`src/rtl/pc_pkg.sv`:
```
// Shared definitions for the program-counter sequencer: FSM state encoding
// and the default PC / return-stack sizing.
package pc_pkg;

  typedef enum logic [1:0] {
    BOOT = 2'd0,
    RUN  = 2'd1,
    HALT = 2'd2
  } pc_state_t;

  localparam int PC_W_DEFAULT      = 11;
  localparam int STK_DEPTH_DEFAULT = 16;

endpackage : pc_pkg

```
`src/rtl/pc_sequencer.sv`:
```
// Program-counter sequencer: resolves stall/ret/call/jump/skip into the next
// fetch address and drives the strobes for an external return stack.
module pc_sequencer
  import pc_pkg::*;
#(
  parameter int PC_W      = PC_W_DEFAULT,
  parameter int STK_DEPTH = STK_DEPTH_DEFAULT,
  localparam int DW       = $clog2(STK_DEPTH) + 1
) (
  input  logic            clk,
  input  logic            reset,
  input  logic            stall,
  input  logic            jump,
  input  logic            call,
  input  logic            ret,
  input  logic            skip,
  input  logic [PC_W-1:0] target,
  input  logic [PC_W-1:0] stack_out,
  output logic [PC_W-1:0] pc,
  output logic            fetch_en,
  output logic            push,
  output logic            pop,
  output logic [PC_W-1:0] stack_in,
  output logic [DW-1:0]   depth,
  output logic            halted,
  output logic            err_ovf,
  output logic            err_unf
);

  localparam logic [DW-1:0] DEPTH_FULL = DW'(STK_DEPTH);

  pc_state_t       r_state, w_state_next;
  logic [PC_W-1:0] r_pc, w_pc_next;
  logic [DW-1:0]   r_depth, w_depth_next;
  logic            r_halted, r_err_ovf, r_err_unf;
  logic            w_set_ovf, w_set_unf;
  logic            w_push, w_pop, w_fetch_en;

  always_ff @(posedge clk or negedge reset) begin
    if (!reset) begin
      r_state   <= BOOT;
      r_pc      <= '0;
      r_depth   <= '0;
      r_halted  <= 1'b0;
      r_err_ovf <= 1'b0;
      r_err_unf <= 1'b0;
    end else begin
      r_state   <= w_state_next;
      r_pc      <= w_pc_next;
      r_depth   <= w_depth_next;
      r_halted  <= r_halted | (w_state_next == HALT);
      r_err_ovf <= r_err_ovf | w_set_ovf;
      r_err_unf <= r_err_unf | w_set_unf;
    end
  end

  always_comb begin
    w_state_next = r_state;
    w_pc_next    = r_pc;
    w_depth_next = r_depth;
    w_push       = 1'b0;
    w_pop        = 1'b0;
    w_fetch_en   = 1'b0;
    w_set_ovf    = 1'b0;
    w_set_unf    = 1'b0;
    unique case (r_state)
      BOOT: w_state_next = RUN;
      RUN: begin
        w_fetch_en = !stall;
        if (!stall) begin
          // Stack errors freeze pc where the faulting instruction sits.
          if (ret) begin
            if (r_depth != '0) begin
              w_pop        = 1'b1;
              w_pc_next    = stack_out;
              w_depth_next = r_depth - DW'(1);
            end else begin
              w_set_unf    = 1'b1;
              w_state_next = HALT;
            end
          end else if (call) begin
            if (r_depth != DEPTH_FULL) begin
              w_push       = 1'b1;
              w_pc_next    = target;
              w_depth_next = r_depth + DW'(1);
            end else begin
              w_set_ovf    = 1'b1;
              w_state_next = HALT;
            end
          end else if (jump) begin
            w_pc_next = target;
          end else if (skip) begin
            w_pc_next = r_pc + PC_W'(2);
          end else begin
            w_pc_next = r_pc + PC_W'(1);
          end
        end
      end
      HALT: w_state_next = HALT;
      default: w_state_next = BOOT;
    endcase
  end

  // Gating with reset keeps the strobes low while reset is held low.
  assign push     = w_push & reset;
  assign pop      = w_pop & reset;
  assign fetch_en = w_fetch_en & reset;
  assign stack_in = r_pc + PC_W'(1);
  assign pc       = r_pc;
  assign depth    = r_depth;
  assign halted   = r_halted;
  assign err_ovf  = r_err_ovf;
  assign err_unf  = r_err_unf;

endmodule : pc_sequencer

```
`config.mk`:
```
export PLATFORM = sky130hd
export DESIGN_NAME = pc_sequencer
export DESIGN_NICKNAME = d
export VERILOG_FILES = /design/src/rtl/pc_pkg.sv /design/src/rtl/pc_sequencer.sv
export SDC_FILE = /design/constraint.sdc
export NUM_CORES = 1
export LEC_CHECK = 0
export CAP_MARGIN = 20
export CORE_ASPECT_RATIO = 1.4
export CORE_MARGIN = 2
export CORE_UTILIZATION = 35
export DETAILED_ROUTE_END_ITERATION = 12
export DONT_BUFFER_PORTS = 1
export GPL_TIMING_DRIVEN = 0
export MAX_ROUTING_LAYER = met4
export SLEW_MARGIN = 15
export SYNTH_ARGS = -nofsm -noshare
export SYNTH_HDL_FRONTEND = slang
export SYNTH_SLANG_ARGS = --single-unit
```
`constraint.sdc`:
```
create_clock -name clk -period 2.8 [get_ports clk]
set_input_delay 0.56 -clock clk [delete_from_list [all_inputs] [get_ports clk]]
set_output_delay 0.56 -clock clk [all_outputs]
set_load 0.01 [all_outputs]
```
Yosys cells after proc, flatten, opt, wreduce, memory -nomap -nowiden
Cells that the tools add are included.

storage, ports and cells
  register bits after elaboration = 21
  latch bits = 0
  memory bits (writable) = 0
  ROM bits = 0
  output and inout bits = 33
  word-level logic and storage cells = 65
  memories kept = 0

operators by class
  add/subtract/negate cells = 4
  multipliers = 0
  divide/modulo/power cells = 0
  order comparisons = 0
  eq/ne operators = 6
  shifts and indexed selects = 0
  muxes and demuxes = 35
  bitwise gates (word level) = 7
  reduce and logical (&&, ||, !) cells = 7

operators by type and width
  kind                   number
  $mux 11                6
  $mux 5                 4
  $mux 1                 19
  $add 11x1->11 const B  1
  $add 11x2->11 const B  1
  $mux 2                 5
  $pmux 2 s3             1
  $add 5x1->5 const B    1
  $ne 5x5->1 const B     1
  $reduce_and 5->1       1
  $reduce_bool 5->1      1
  $sub 5x1->5 const B    1
  $eq 2x2->1 const B     2
  $reduce_and 4->1       1
  $reduce_bool 2->1      2
  $and 1x1->1            3
  $ne 3x1->1 const B     1
  $or 1x1->1             3
  $eq 2x1->1 const B     1
  $logic_not 2->1        1
  $ne 2x1->1 const B     1
  $logic_not 1->1        1
  $not 1->1              1

Longest topological paths before layout
Gate-level depths: netlist (run 1).

  depth in word-level cells = 8
  mapped depth = 8
  depth with buffers taken out = 7

Worst setup path before layout (run 1)
OpenSTA, ideal clock, no wires.

  path type = input to register
  from = input ret
  to = register r_depth[4], in the netlist depth[4]
  library setup time = 0.129 ns
  arrival time = 2.200 ns
  setup slack = 0.471 ns
  cell stages on the path = 8
  buffers on the path = 1
  cells stage by stage = clkbuf_1 > clkinv_1 > fa_1 > nand2b_1 > a21oi_1 > xnor2_1 > nand2_1 > xnor2_1

between the ends
  word-level cells in the longest chain between the ends = 2
  elaborated cells on any way between the ends = 5
  those cells by class = eq/ne (1); mux (1); reduce/logical (3)

ends and longest elaborated chain
  item                                                              line                RTL
  start, declared                                                   pc_sequencer.sv:15  input logic ret,
  $ne 2x1->1 (no line) / $reduce_bool 2->1 (equally long branches)  --
  $reduce_and 5->1 (no line)                                        --
  end signal, assigned                                              pc_sequencer.sv:50  r_depth <= w_depth_next;
  end, declared                                                     pc_sequencer.sv:34  logic [DW-1:0] r_depth, w_depth_next;

Parallel ways exist; a longest one is shown, timed or not.
A chain may end at the register's enable or synchronous reset.

Final worst setup path (run 1)
Ends and elaborated chain as after synthesis.

==> run summary, run 1 <==
Sequential cells were found to cover 32.9% of the synthesized design area. Once the clock tree was built, the setup fixing pass inserted 0 buffers. For the number of global-route vias before repair, the log shows 1,365. The setup check on the worst reg-to-reg path leaves a slack of 750 ps. In the synthesized netlist the async set-or-reset flop fraction comes to 100%. Measured along the y axis, the die boundary spans 83.9 um. The routability congestion estimate is 0.782.

The worst setup path is launched from a primary input. The run gives 4460 um2 as the core area. The worst register-to-register path ends at pc[6]. For this design the total switching power over the nets is 0.611 mW. The post-synthesis instance total was 186; the initial antenna violation count was 0. In this run, distinct cell masters in the synthesized netlist total 49. The first detailed-routing pass took 4 iterations. The number of buffers inserted by port buffering works out to 0. The post-synthesis compound-gate area fraction was 22.7%; the met3 routed wirelength was 355 um. Detailed routing placed a total of 2250 um of wire on met2. Cell internal power was estimated by the tool at 0.760 mW. After synthesis, the largest area contributor takes up 32.9% of total cell area. Summing the areas of all xor and xnor instances in the mapped netlist gives 9.88% of the synthesized area. Worst stage delay on the critical path: 570 ps.

The critical register-to-register path startpoint was pc[0]. Floorplan row count: 29. The analysis attributes to cell leakage a power of 0.697 nW. In the final layout, the share of cells above drive strength 1 is 10.5%. TritonCTS built the clock tree.

The critical path is of the primary input to flip-flop type. The area growth from synthesis to layout was 8.00%. Max-cap violations in this run came to 0. Traced cell by cell, the critical path runs through clkbuf_1 > clkinv_1 > fa_1 > nand2b_1 > a21oi_1 > xnor2_1 > nand2_1 > xnor2_1. The power density normalized to cell area works out to 796 nW/um2. The post-synthesis share of cell area spent on full adders, half adders and majority gates was 5.18%; the switching fraction of total power was 44.6%.

In the routed design, unresolved DRC markers number 0. The worst-case IR drop observed on VDD is 0.000401 V. The total clock sinks was 21. Top metal layer carrying routed signals: met4. The cell that appears most often on the critical path is sky130_fd_sc_hd__xnor2_1. The logs give 0 for the number of max-slew violations in the final report and 65.4% for the headroom to the max-slew limit. The number of synthesized register bits was 21; the final-layout setup total negative slack was 0 ps.

The required time reported for the critical path endpoint was 2940 ps. STA classifies the critical path endpoint as a flip-flop. The per-instance average area after synthesis works out to 8.58 um2.

Along the worst path, the maximum fanout reaches 10. The tools report the maximum operating frequency as 0.405 GHz. The worst path needs 2470 ps of the cycle, external delays included. The clock network is responsible for 15.0% of the overall power.

CTS placed an instance of sky130_fd_sc_hd__clkbuf_8 at the clock tree root. The run gives 1600 um2 as the netlist area before placement. After layout, the worst path uses 88.3% of the clock period. The deepest level of the CTS H-tree is 1, and the maximum clock skew at final layout is 4.25 ps. After the last flow step, the layout net total stands at 227. The main combinational cell family by area after synthesis was compound AO/OA/AOI/OAI gates. The initial utilization of the core area, before any placement, comes to 35.7%.

The min-delay analysis places its worst path in the category primary input to asynchronous set/reset pin. The clock buffer count from CTS is 3. Entering global routing, the biggest net connects 22 pins.

Registers are responsible for 42.2% of the overall power. The flow ran to the end, and the final reports show no timing, DRC or antenna violations. Setup repair after global routing left no endpoint under its margin. The proportion of power drawn by combinational gates is 42.8%, and the path depth of the worst reg2reg path is 6. The net count after synthesis came out at 221.

The die is 61.1 um wide. The critical path data arrival time came out at 2610 ps. For this block, the routed nets add up to 4260 um of wire. The logs give 0 for the hold violation total from the final report and 0 for the final antenna diode count. The top-level I/O count is 62.

The logs give 0 for the count of synthesis-stage warnings from yosys and 260 ps for the clock latency at the later pin of the worst-skew pair. The run gives 1,379 as the via total after detailed routing. Using the TritonRoute via totals, the vias-per-cell ratio works out to 5.45. Detailed placement finished with a half-perimeter wire length of 3270 um. Across every metal layer, demand over resource in global routing totals 18.0%. Total power: 1.37 mW.

No sink is reached through more buffers than the 2 on the longest clock path. In this run, post-CTS repair resized a total of 0 instances. Yosys mapped a number of flops with a built-in enable equal to 0.

The global-route wire length before repair was 6780 um. In this run the remaining antenna-violating nets after routing total 0. The worst-path cell with the longest stage delay was sky130_fd_sc_hd__fa_1.

The register clock-pin slew on the reported worst setup and hold paths was 80 ps; the fraction of synthesized area in multiplexers was 4.24%. The detailed router put a total of 1610 um of wire on met1. The total of endpoints with negative setup slack in the final report was 0. After synthesis, the cell types taking the most area are sky130_fd_sc_hd__dfrtp_1, sky130_fd_sc_hd__xnor2_1, sky130_fd_sc_hd__nor2_1, sky130_fd_sc_hd__o21ai_0, sky130_fd_sc_hd__ha_1. For the hold buffer count at CTS, the log shows 1.

The logs give 0 for the global-route congestion overflow total and 5120 um2 for the total die area. Among all flip-flop cells after synthesis, the most frequent one is sky130_fd_sc_hd__dfrtp_1. The simple-gate share of the synthesized area came out at 19.5%. The actual slew at the worst max-slew pin is 518 ps.

Leading area contributor after synthesis: sky130_fd_sc_hd__dfrtp_1. The top cell types in the final layout, fill and taps aside, are sky130_fd_sc_hd__nor2_1, sky130_fd_sc_hd__dfrtp_1, sky130_fd_sc_hd__nand2_1. For this block, the initial DRC count from the detailed router was 27.

After detailed routing, the average wire length per cell comes to 16.8 um.
synth_stat cells, drive strengths merged (3+ instances only):
cell and instances:
a211oi 4, a21oi 12, a31oi 3, and3 3, buf 4, clkbuf 7, dfrtp 21, ha 5
inv 8, mux2 3, mux2i 3, nand2 14, nand2b 4, nor2 21, nor2b 3, nor3 6
o21ai 13, or2 3, xnor2 11, xor2 7
power by group through the flow:
| stage | sequential, mW | combinational [mW] | clock [mW] |
|---|---|---|---|
| after detailed placement | 0.588 | 0.582 | 0 |
| after CTS | 0.582 | 0.593 | 0.210 |
| final | 0.578 | 0.587 | 0.206 |
| after floorplan | 0.544 | 0.498 | 0 |
| after global routing | 0.599 | 0.664 | 0.219 |
| after global placement | 0.589 | 0.574 | 0 |
layout make-up:
cell class | instances | area (um2)
inverters | 9 | 33.8
repair buffers | 1 | 5.00
plain buffers | 11 | 55.1
clock buffers | 4 | 45.0
well taps | 62 | 77.6
fillers | 468 | 2740
flip-flops and latches | 21 | 526
multi-input cells | 145 | 981
flip-flops by register name, indices dropped and copies added, names as in the netlist:
| name | flops |
|---|---|
| pc | 11 |
| err_unf | 1 |
| r_state | 2 |
| depth | 5 |
| err_ovf | 1 |
| halted | 1 |
per-stage QoR:
step | util (%) | cells | hold WS [ps] | area [um2] | worst slack [ps]
3_3_place_gp | 37.5 | 248 | 265 | 1670 | 59.0
5_1_grt | 38.6 | 253 | 315 | 1720 | 89.2
4_1_cts | 38.7 | 253 | 430 | 1730 | 343
3_5_place_dp | 37.5 | 248 | 265 | 1670 | 89.1
6_report | 38.6 | 253 | 259 | 1720 | 328
2_1_floorplan | - | 186 | 264 | 1600 | 471
per-layer routing:
layer / up-vias / GRT usage [%]
li1: 674 / -
met1: 654 / 21.9
met2: 45 / 29.4
met3: 6 / 4.65
met4: 0 / 3.75
met5: - / -
how the worst max path moves through the flow:
stage | startpoint | end | cells after the start | slack (ps)
final | ret | depth[4] | 8 | 330
after global routing | ret | depth[4] | 8 | 90
after CTS | ret | depth[4] | 8 | 340
after detailed placement | ret | depth[4] | 8 | 90
after global placement | ret | depth[4] | 8 | 60
after floorplan | ret | depth[4] | 8 | 470
kinds of logic after synthesis:
group / count (synthesis)
and+or+nand+nor: 64
AOI/OAI and AO/OA: 51
DFF: 21
buffers and inverters: 20
xor gates and xnor gates: 18
muxes: 6
adders and majority gates: 6
worst max-delay path: cells and delay by family:
kind                     cells  cell delay (ps)
buffers and inverters        2              790
adder cells (fa/ha/maj)      1              570
XOR/XNOR                     2              290
AND/OR/NAND/NOR              2              250
AO/OA/AOI/OAI                1              170
Power figures use the tool's default switching activity.
==> run 2: changes to the inputs <==
--- a/config.mk
+++ b/config.mk
@@ -12,6 +12,7 @@
 export DETAILED_ROUTE_END_ITERATION = 12
 export DONT_BUFFER_PORTS = 1
 export GPL_TIMING_DRIVEN = 0
+export HOLD_SLACK_MARGIN = 0.1
 export MAX_ROUTING_LAYER = met4
 export SLEW_MARGIN = 15
 export SYNTH_ARGS = -nofsm -noshare
==> constraint.sdc (replaced) <==
create_clock -name clk -period 2.3 [get_ports clk]
set_input_delay 0.46 -clock clk [delete_from_list [all_inputs] [get_ports clk]]
set_output_delay 0.46 -clock clk [all_outputs]
set_load 0.01 [all_outputs]
==> run summary, run 2 (synthesis results as in run 1) <==
Minimum period implied by the final worst setup slack: 2170 ps. The run gives 29 (unchanged) as the floorplan row count. The tools report the number of max-slew violations in the final report as 0 (unchanged).

The peak-usage layer in the global routing report is met2 (unchanged). The die boundary height was 83.9 um (unchanged); the via density per instance was 5.45 (unchanged). Detailed placer's ending HPWL: 3270 um (unchanged). Worst-path cell with the longest stage delay: sky130_fd_sc_hd__dfrtp_2 (was sky130_fd_sc_hd__fa_1). For the filler-free cell count of the finished design, the log shows 253 (unchanged).

Number of global-route vias before repair: 1,365 (unchanged). The number of placed cells counting well taps came out at 248 (unchanged). For the total die area, the log shows 5120 um2 (unchanged). The global routing usage summed across all routing layers was 18.0% (unchanged); the cell leakage power was 0.701 nW (was 0.697 nW). The power density normalized to cell area is 964 nW/um2 (was 796 nW/um2), and the clock latency at the later pin of the worst-skew pair is 260 ps (about the same). The final clock period utilization by the worst path was 94.4%; the total of max-cap violations was 0 (unchanged). The area growth from synthesis to layout was 9.10% (was 8.00%). The type of the most critical hold path was primary input to asynchronous set/reset pin (unchanged).

The register clock-pin slew on the reported worst setup and hold paths is 80 ps (about the same), and the end-of-flow core utilization is 39.0% (was 38.6%). Setup repair after global routing left no endpoint under its margin. The total clock sinks came out at 21 (unchanged). The actual slew at the worst max-slew pin works out to 515 ps (was 518 ps). The run gives 3 (unchanged) as the clock buffer count from CTS. Worst-path maximum fanout: 9 (was 10). The post-detailed-route DRC marker count came out at 0 (unchanged).

Critical setup path kind: flip-flop to primary output (was primary input to flip-flop). The initial core utilization is 35.7% (unchanged). Cells traversed along the worst timing path: ha_1 > nand3_1 > nor2_1 > xor2_1 (was clkbuf_1 > clkinv_1 > fa_1 > nand2b_1 > a21oi_1 > xnor2_1 > nand2_1 > xnor2_1). The run gives 0 (unchanged) as the hold violation total from the final report. The flow ran to the end, and the final reports show no timing, DRC or antenna violations.

The tools report the element type at the critical path start as a flip-flop (was a primary input). Wire length per cell: 16.8 um (about the same). The count of nets left with antenna violations after detail routing came out at 0 (unchanged). The met1 layer usage reported by global route came out at 21.9% (unchanged).

The worst stage delay on the critical path works out to 490 ps (was 570 ps). The tools report the final routed wirelength across all metal layers as 4260 um (about the same). The total number of nets in the final design was 227 (unchanged); the proportion of layout cells with a drive suffix above 1 was 14.7% (was 10.5%). Top-level I/O count: 62 (unchanged).

The run gives 31 (was 27) as the number of DRC violations after detailed-routing iteration 0. The final-layout setup total negative slack is 0 ps (unchanged). For the headroom to the max-slew limit, the log shows 65.7% (was 65.4%). Leaving out fill and tap cells, the most frequent cell in the layout is sky130_fd_sc_hd__nor2_1. The routability congestion estimate is 0.782 (unchanged).

The total of endpoints with negative setup slack in the final report is 0 (unchanged), and the maximum clock skew at final layout is 3.32 ps (was 4.25 ps). The logs give 0 (unchanged) for the final antenna diode count and 22 (unchanged) for the maximum number of pins on one net before global-route repair. Core area: 4460 um2 (unchanged). Commonest non-fill, non-tap cells in the layout: sky130_fd_sc_hd__nor2_1, sky130_fd_sc_hd__dfrtp_1, sky130_fd_sc_hd__nand2_1 (unchanged). The tools report the global-route track usage on met2 as 29.4% (unchanged).

The logs give 1,379 (unchanged) for the via total after detailed routing and 0.461 GHz for the maximum operating frequency. The global-route wire length before repair is 6780 um (unchanged). The first-pass iteration count of the detailed router is 4 (unchanged), and the total power is 1.68 mW (was 1.37 mW).

TritonCTS built the clock tree. The number of flip-flops under the largest register name was 11 (unchanged); the global-route congestion overflow total was 0 (unchanged). The deepest level of the CTS H-tree was 1 (unchanged); the initial antenna violation count was 0 (unchanged). Capturing element type of the critical path: a primary output (was a flip-flop). The tools report the critical path data arrival time as 1710 ps (was 2610 ps). The clock tree buffer depth was 2 (unchanged); the required time reported for the critical path endpoint was 1840 ps (was 2940 ps). The horizontal extent of the die was 61.1 um (unchanged). The root buffer cell is sky130_fd_sc_hd__clkbuf_8 (unchanged). The tools report the met3 demand-to-capacity share in global routing as 4.65% (unchanged).

Number of buffers inserted by port buffering: 0 (unchanged). The maximum VDD drop was 0.000491 V (was 0.000401 V).
## run 2: cell count changes in the layout (fill, tap and decap cells not counted), moves of 2 or more
cell / previous run / this run
sky130_fd_sc_hd__clkbuf_2: 0 / 2
sky130_fd_sc_hd__o21ai_1: 0 / 2
sky130_fd_sc_hd__dfrtp_2: 0 / 3
sky130_fd_sc_hd__dfrtp_1: 21 / 18
sky130_fd_sc_hd__o21ai_0: 13 / 11
sky130_fd_sc_hd__clkbuf_1: 8 / 6
## run 2: critical path: cells and delay by family, from the launching register on
kind                       cells  cell delay [ps]
DFF                            1              490
xor gates and xnor gates       1              300
and+or+nand+nor                2              370
adders and majority gates      1              290
## run 2: metrics by stage
| stage | instance area [um2] | setup WS, ps | hold slack (ps) |
|---|---|---|---|
| floorplan | 1600 | 70.9 | 164 |
| global placement | 1670 | -341 | 165 |
| detailed placement | 1670 | -311 | 165 |
| CTS | 1730 | 30.9 | 330 |
| global route | 1740 | 9.95 | 215 |
| finish | 1740 | 129 | 161 |
## run 2: worst paths after layout
path                         startpoint           to  slack (ps)  depth (start not counted)
setup / recovery                  pc[0]  stack_in[8]         130                          4
hold / removal                    reset      err_ovf         160                          1
setup reg to reg               depth[1]        pc[5]         270                          7
hold reg to reg              r_state[1]   r_state[0]         460                          1
max in group asynchronous         reset        pc[0]        1770                          1
min in group clk           stack_out[7]        pc[7]         340                          2
## run 2: power by group
part           internal (mW)  total, mW  leakage, nW  switching (mW)
Combinational          0.323      0.721        0.435           0.398
Clock                  0.123      0.249       0.0228           0.126
Sequential             0.487      0.708        0.244           0.221
## run 2: cell type report
| class | count | area, um2 |
|---|---|---|
| clock buffers | 4 | 45.0 |
| fillers | 465 | 2720 |
| plain buffers | 11 | 57.6 |
| flip-flops and latches | 21 | 529 |
| repair buffers | 1 | 5.00 |
| multi-input cells | 145 | 991 |
| well taps | 62 | 77.6 |
| inverters | 9 | 35.0 |
## run 2: layer usage
layer	up-vias	part of all wire, %
met5	-	0
met1	657	38
met4	0	0.99
met2	42	53
met3	6	7.3
li1	674	-
## run 2: what timing repair did
| action | in CTS | in global routing |
|---|---|---|
| hold buffers | 1 | 0 |
| gates resized for setup | 3 | 9 |
| buffers inserted | 0 | 0 |
| endpoints found under the hold margin | 21 | 0 |
| setup endpoints to repair | 3 | 5 |
| gates cloned | 0 | 0 |
==> run 3: changes to the inputs <==
==> constraint.sdc (replaced) <==
create_clock -name clk -period 2.7 [get_ports clk]
set_input_delay 0.54 -clock clk [delete_from_list [all_inputs] [get_ports clk]]
set_output_delay 0.54 -clock clk [all_outputs]
set_load 0.01 [all_outputs]
==> results of run 3 <==
The final DEF is identical to that of run 1. Status: completed.
Main changes from that run: setup slack after placement 89.1 ps -> 9.09 ps; setup slack after layout 328 ps -> 248 ps; hold slack 259 ps -> 239 ps; register-to-register setup slack 750 ps -> 650 ps; total power 1.37 mW -> 1.42 mW; worst IR drop on VDD 0.000401 V -> 0.000415 V
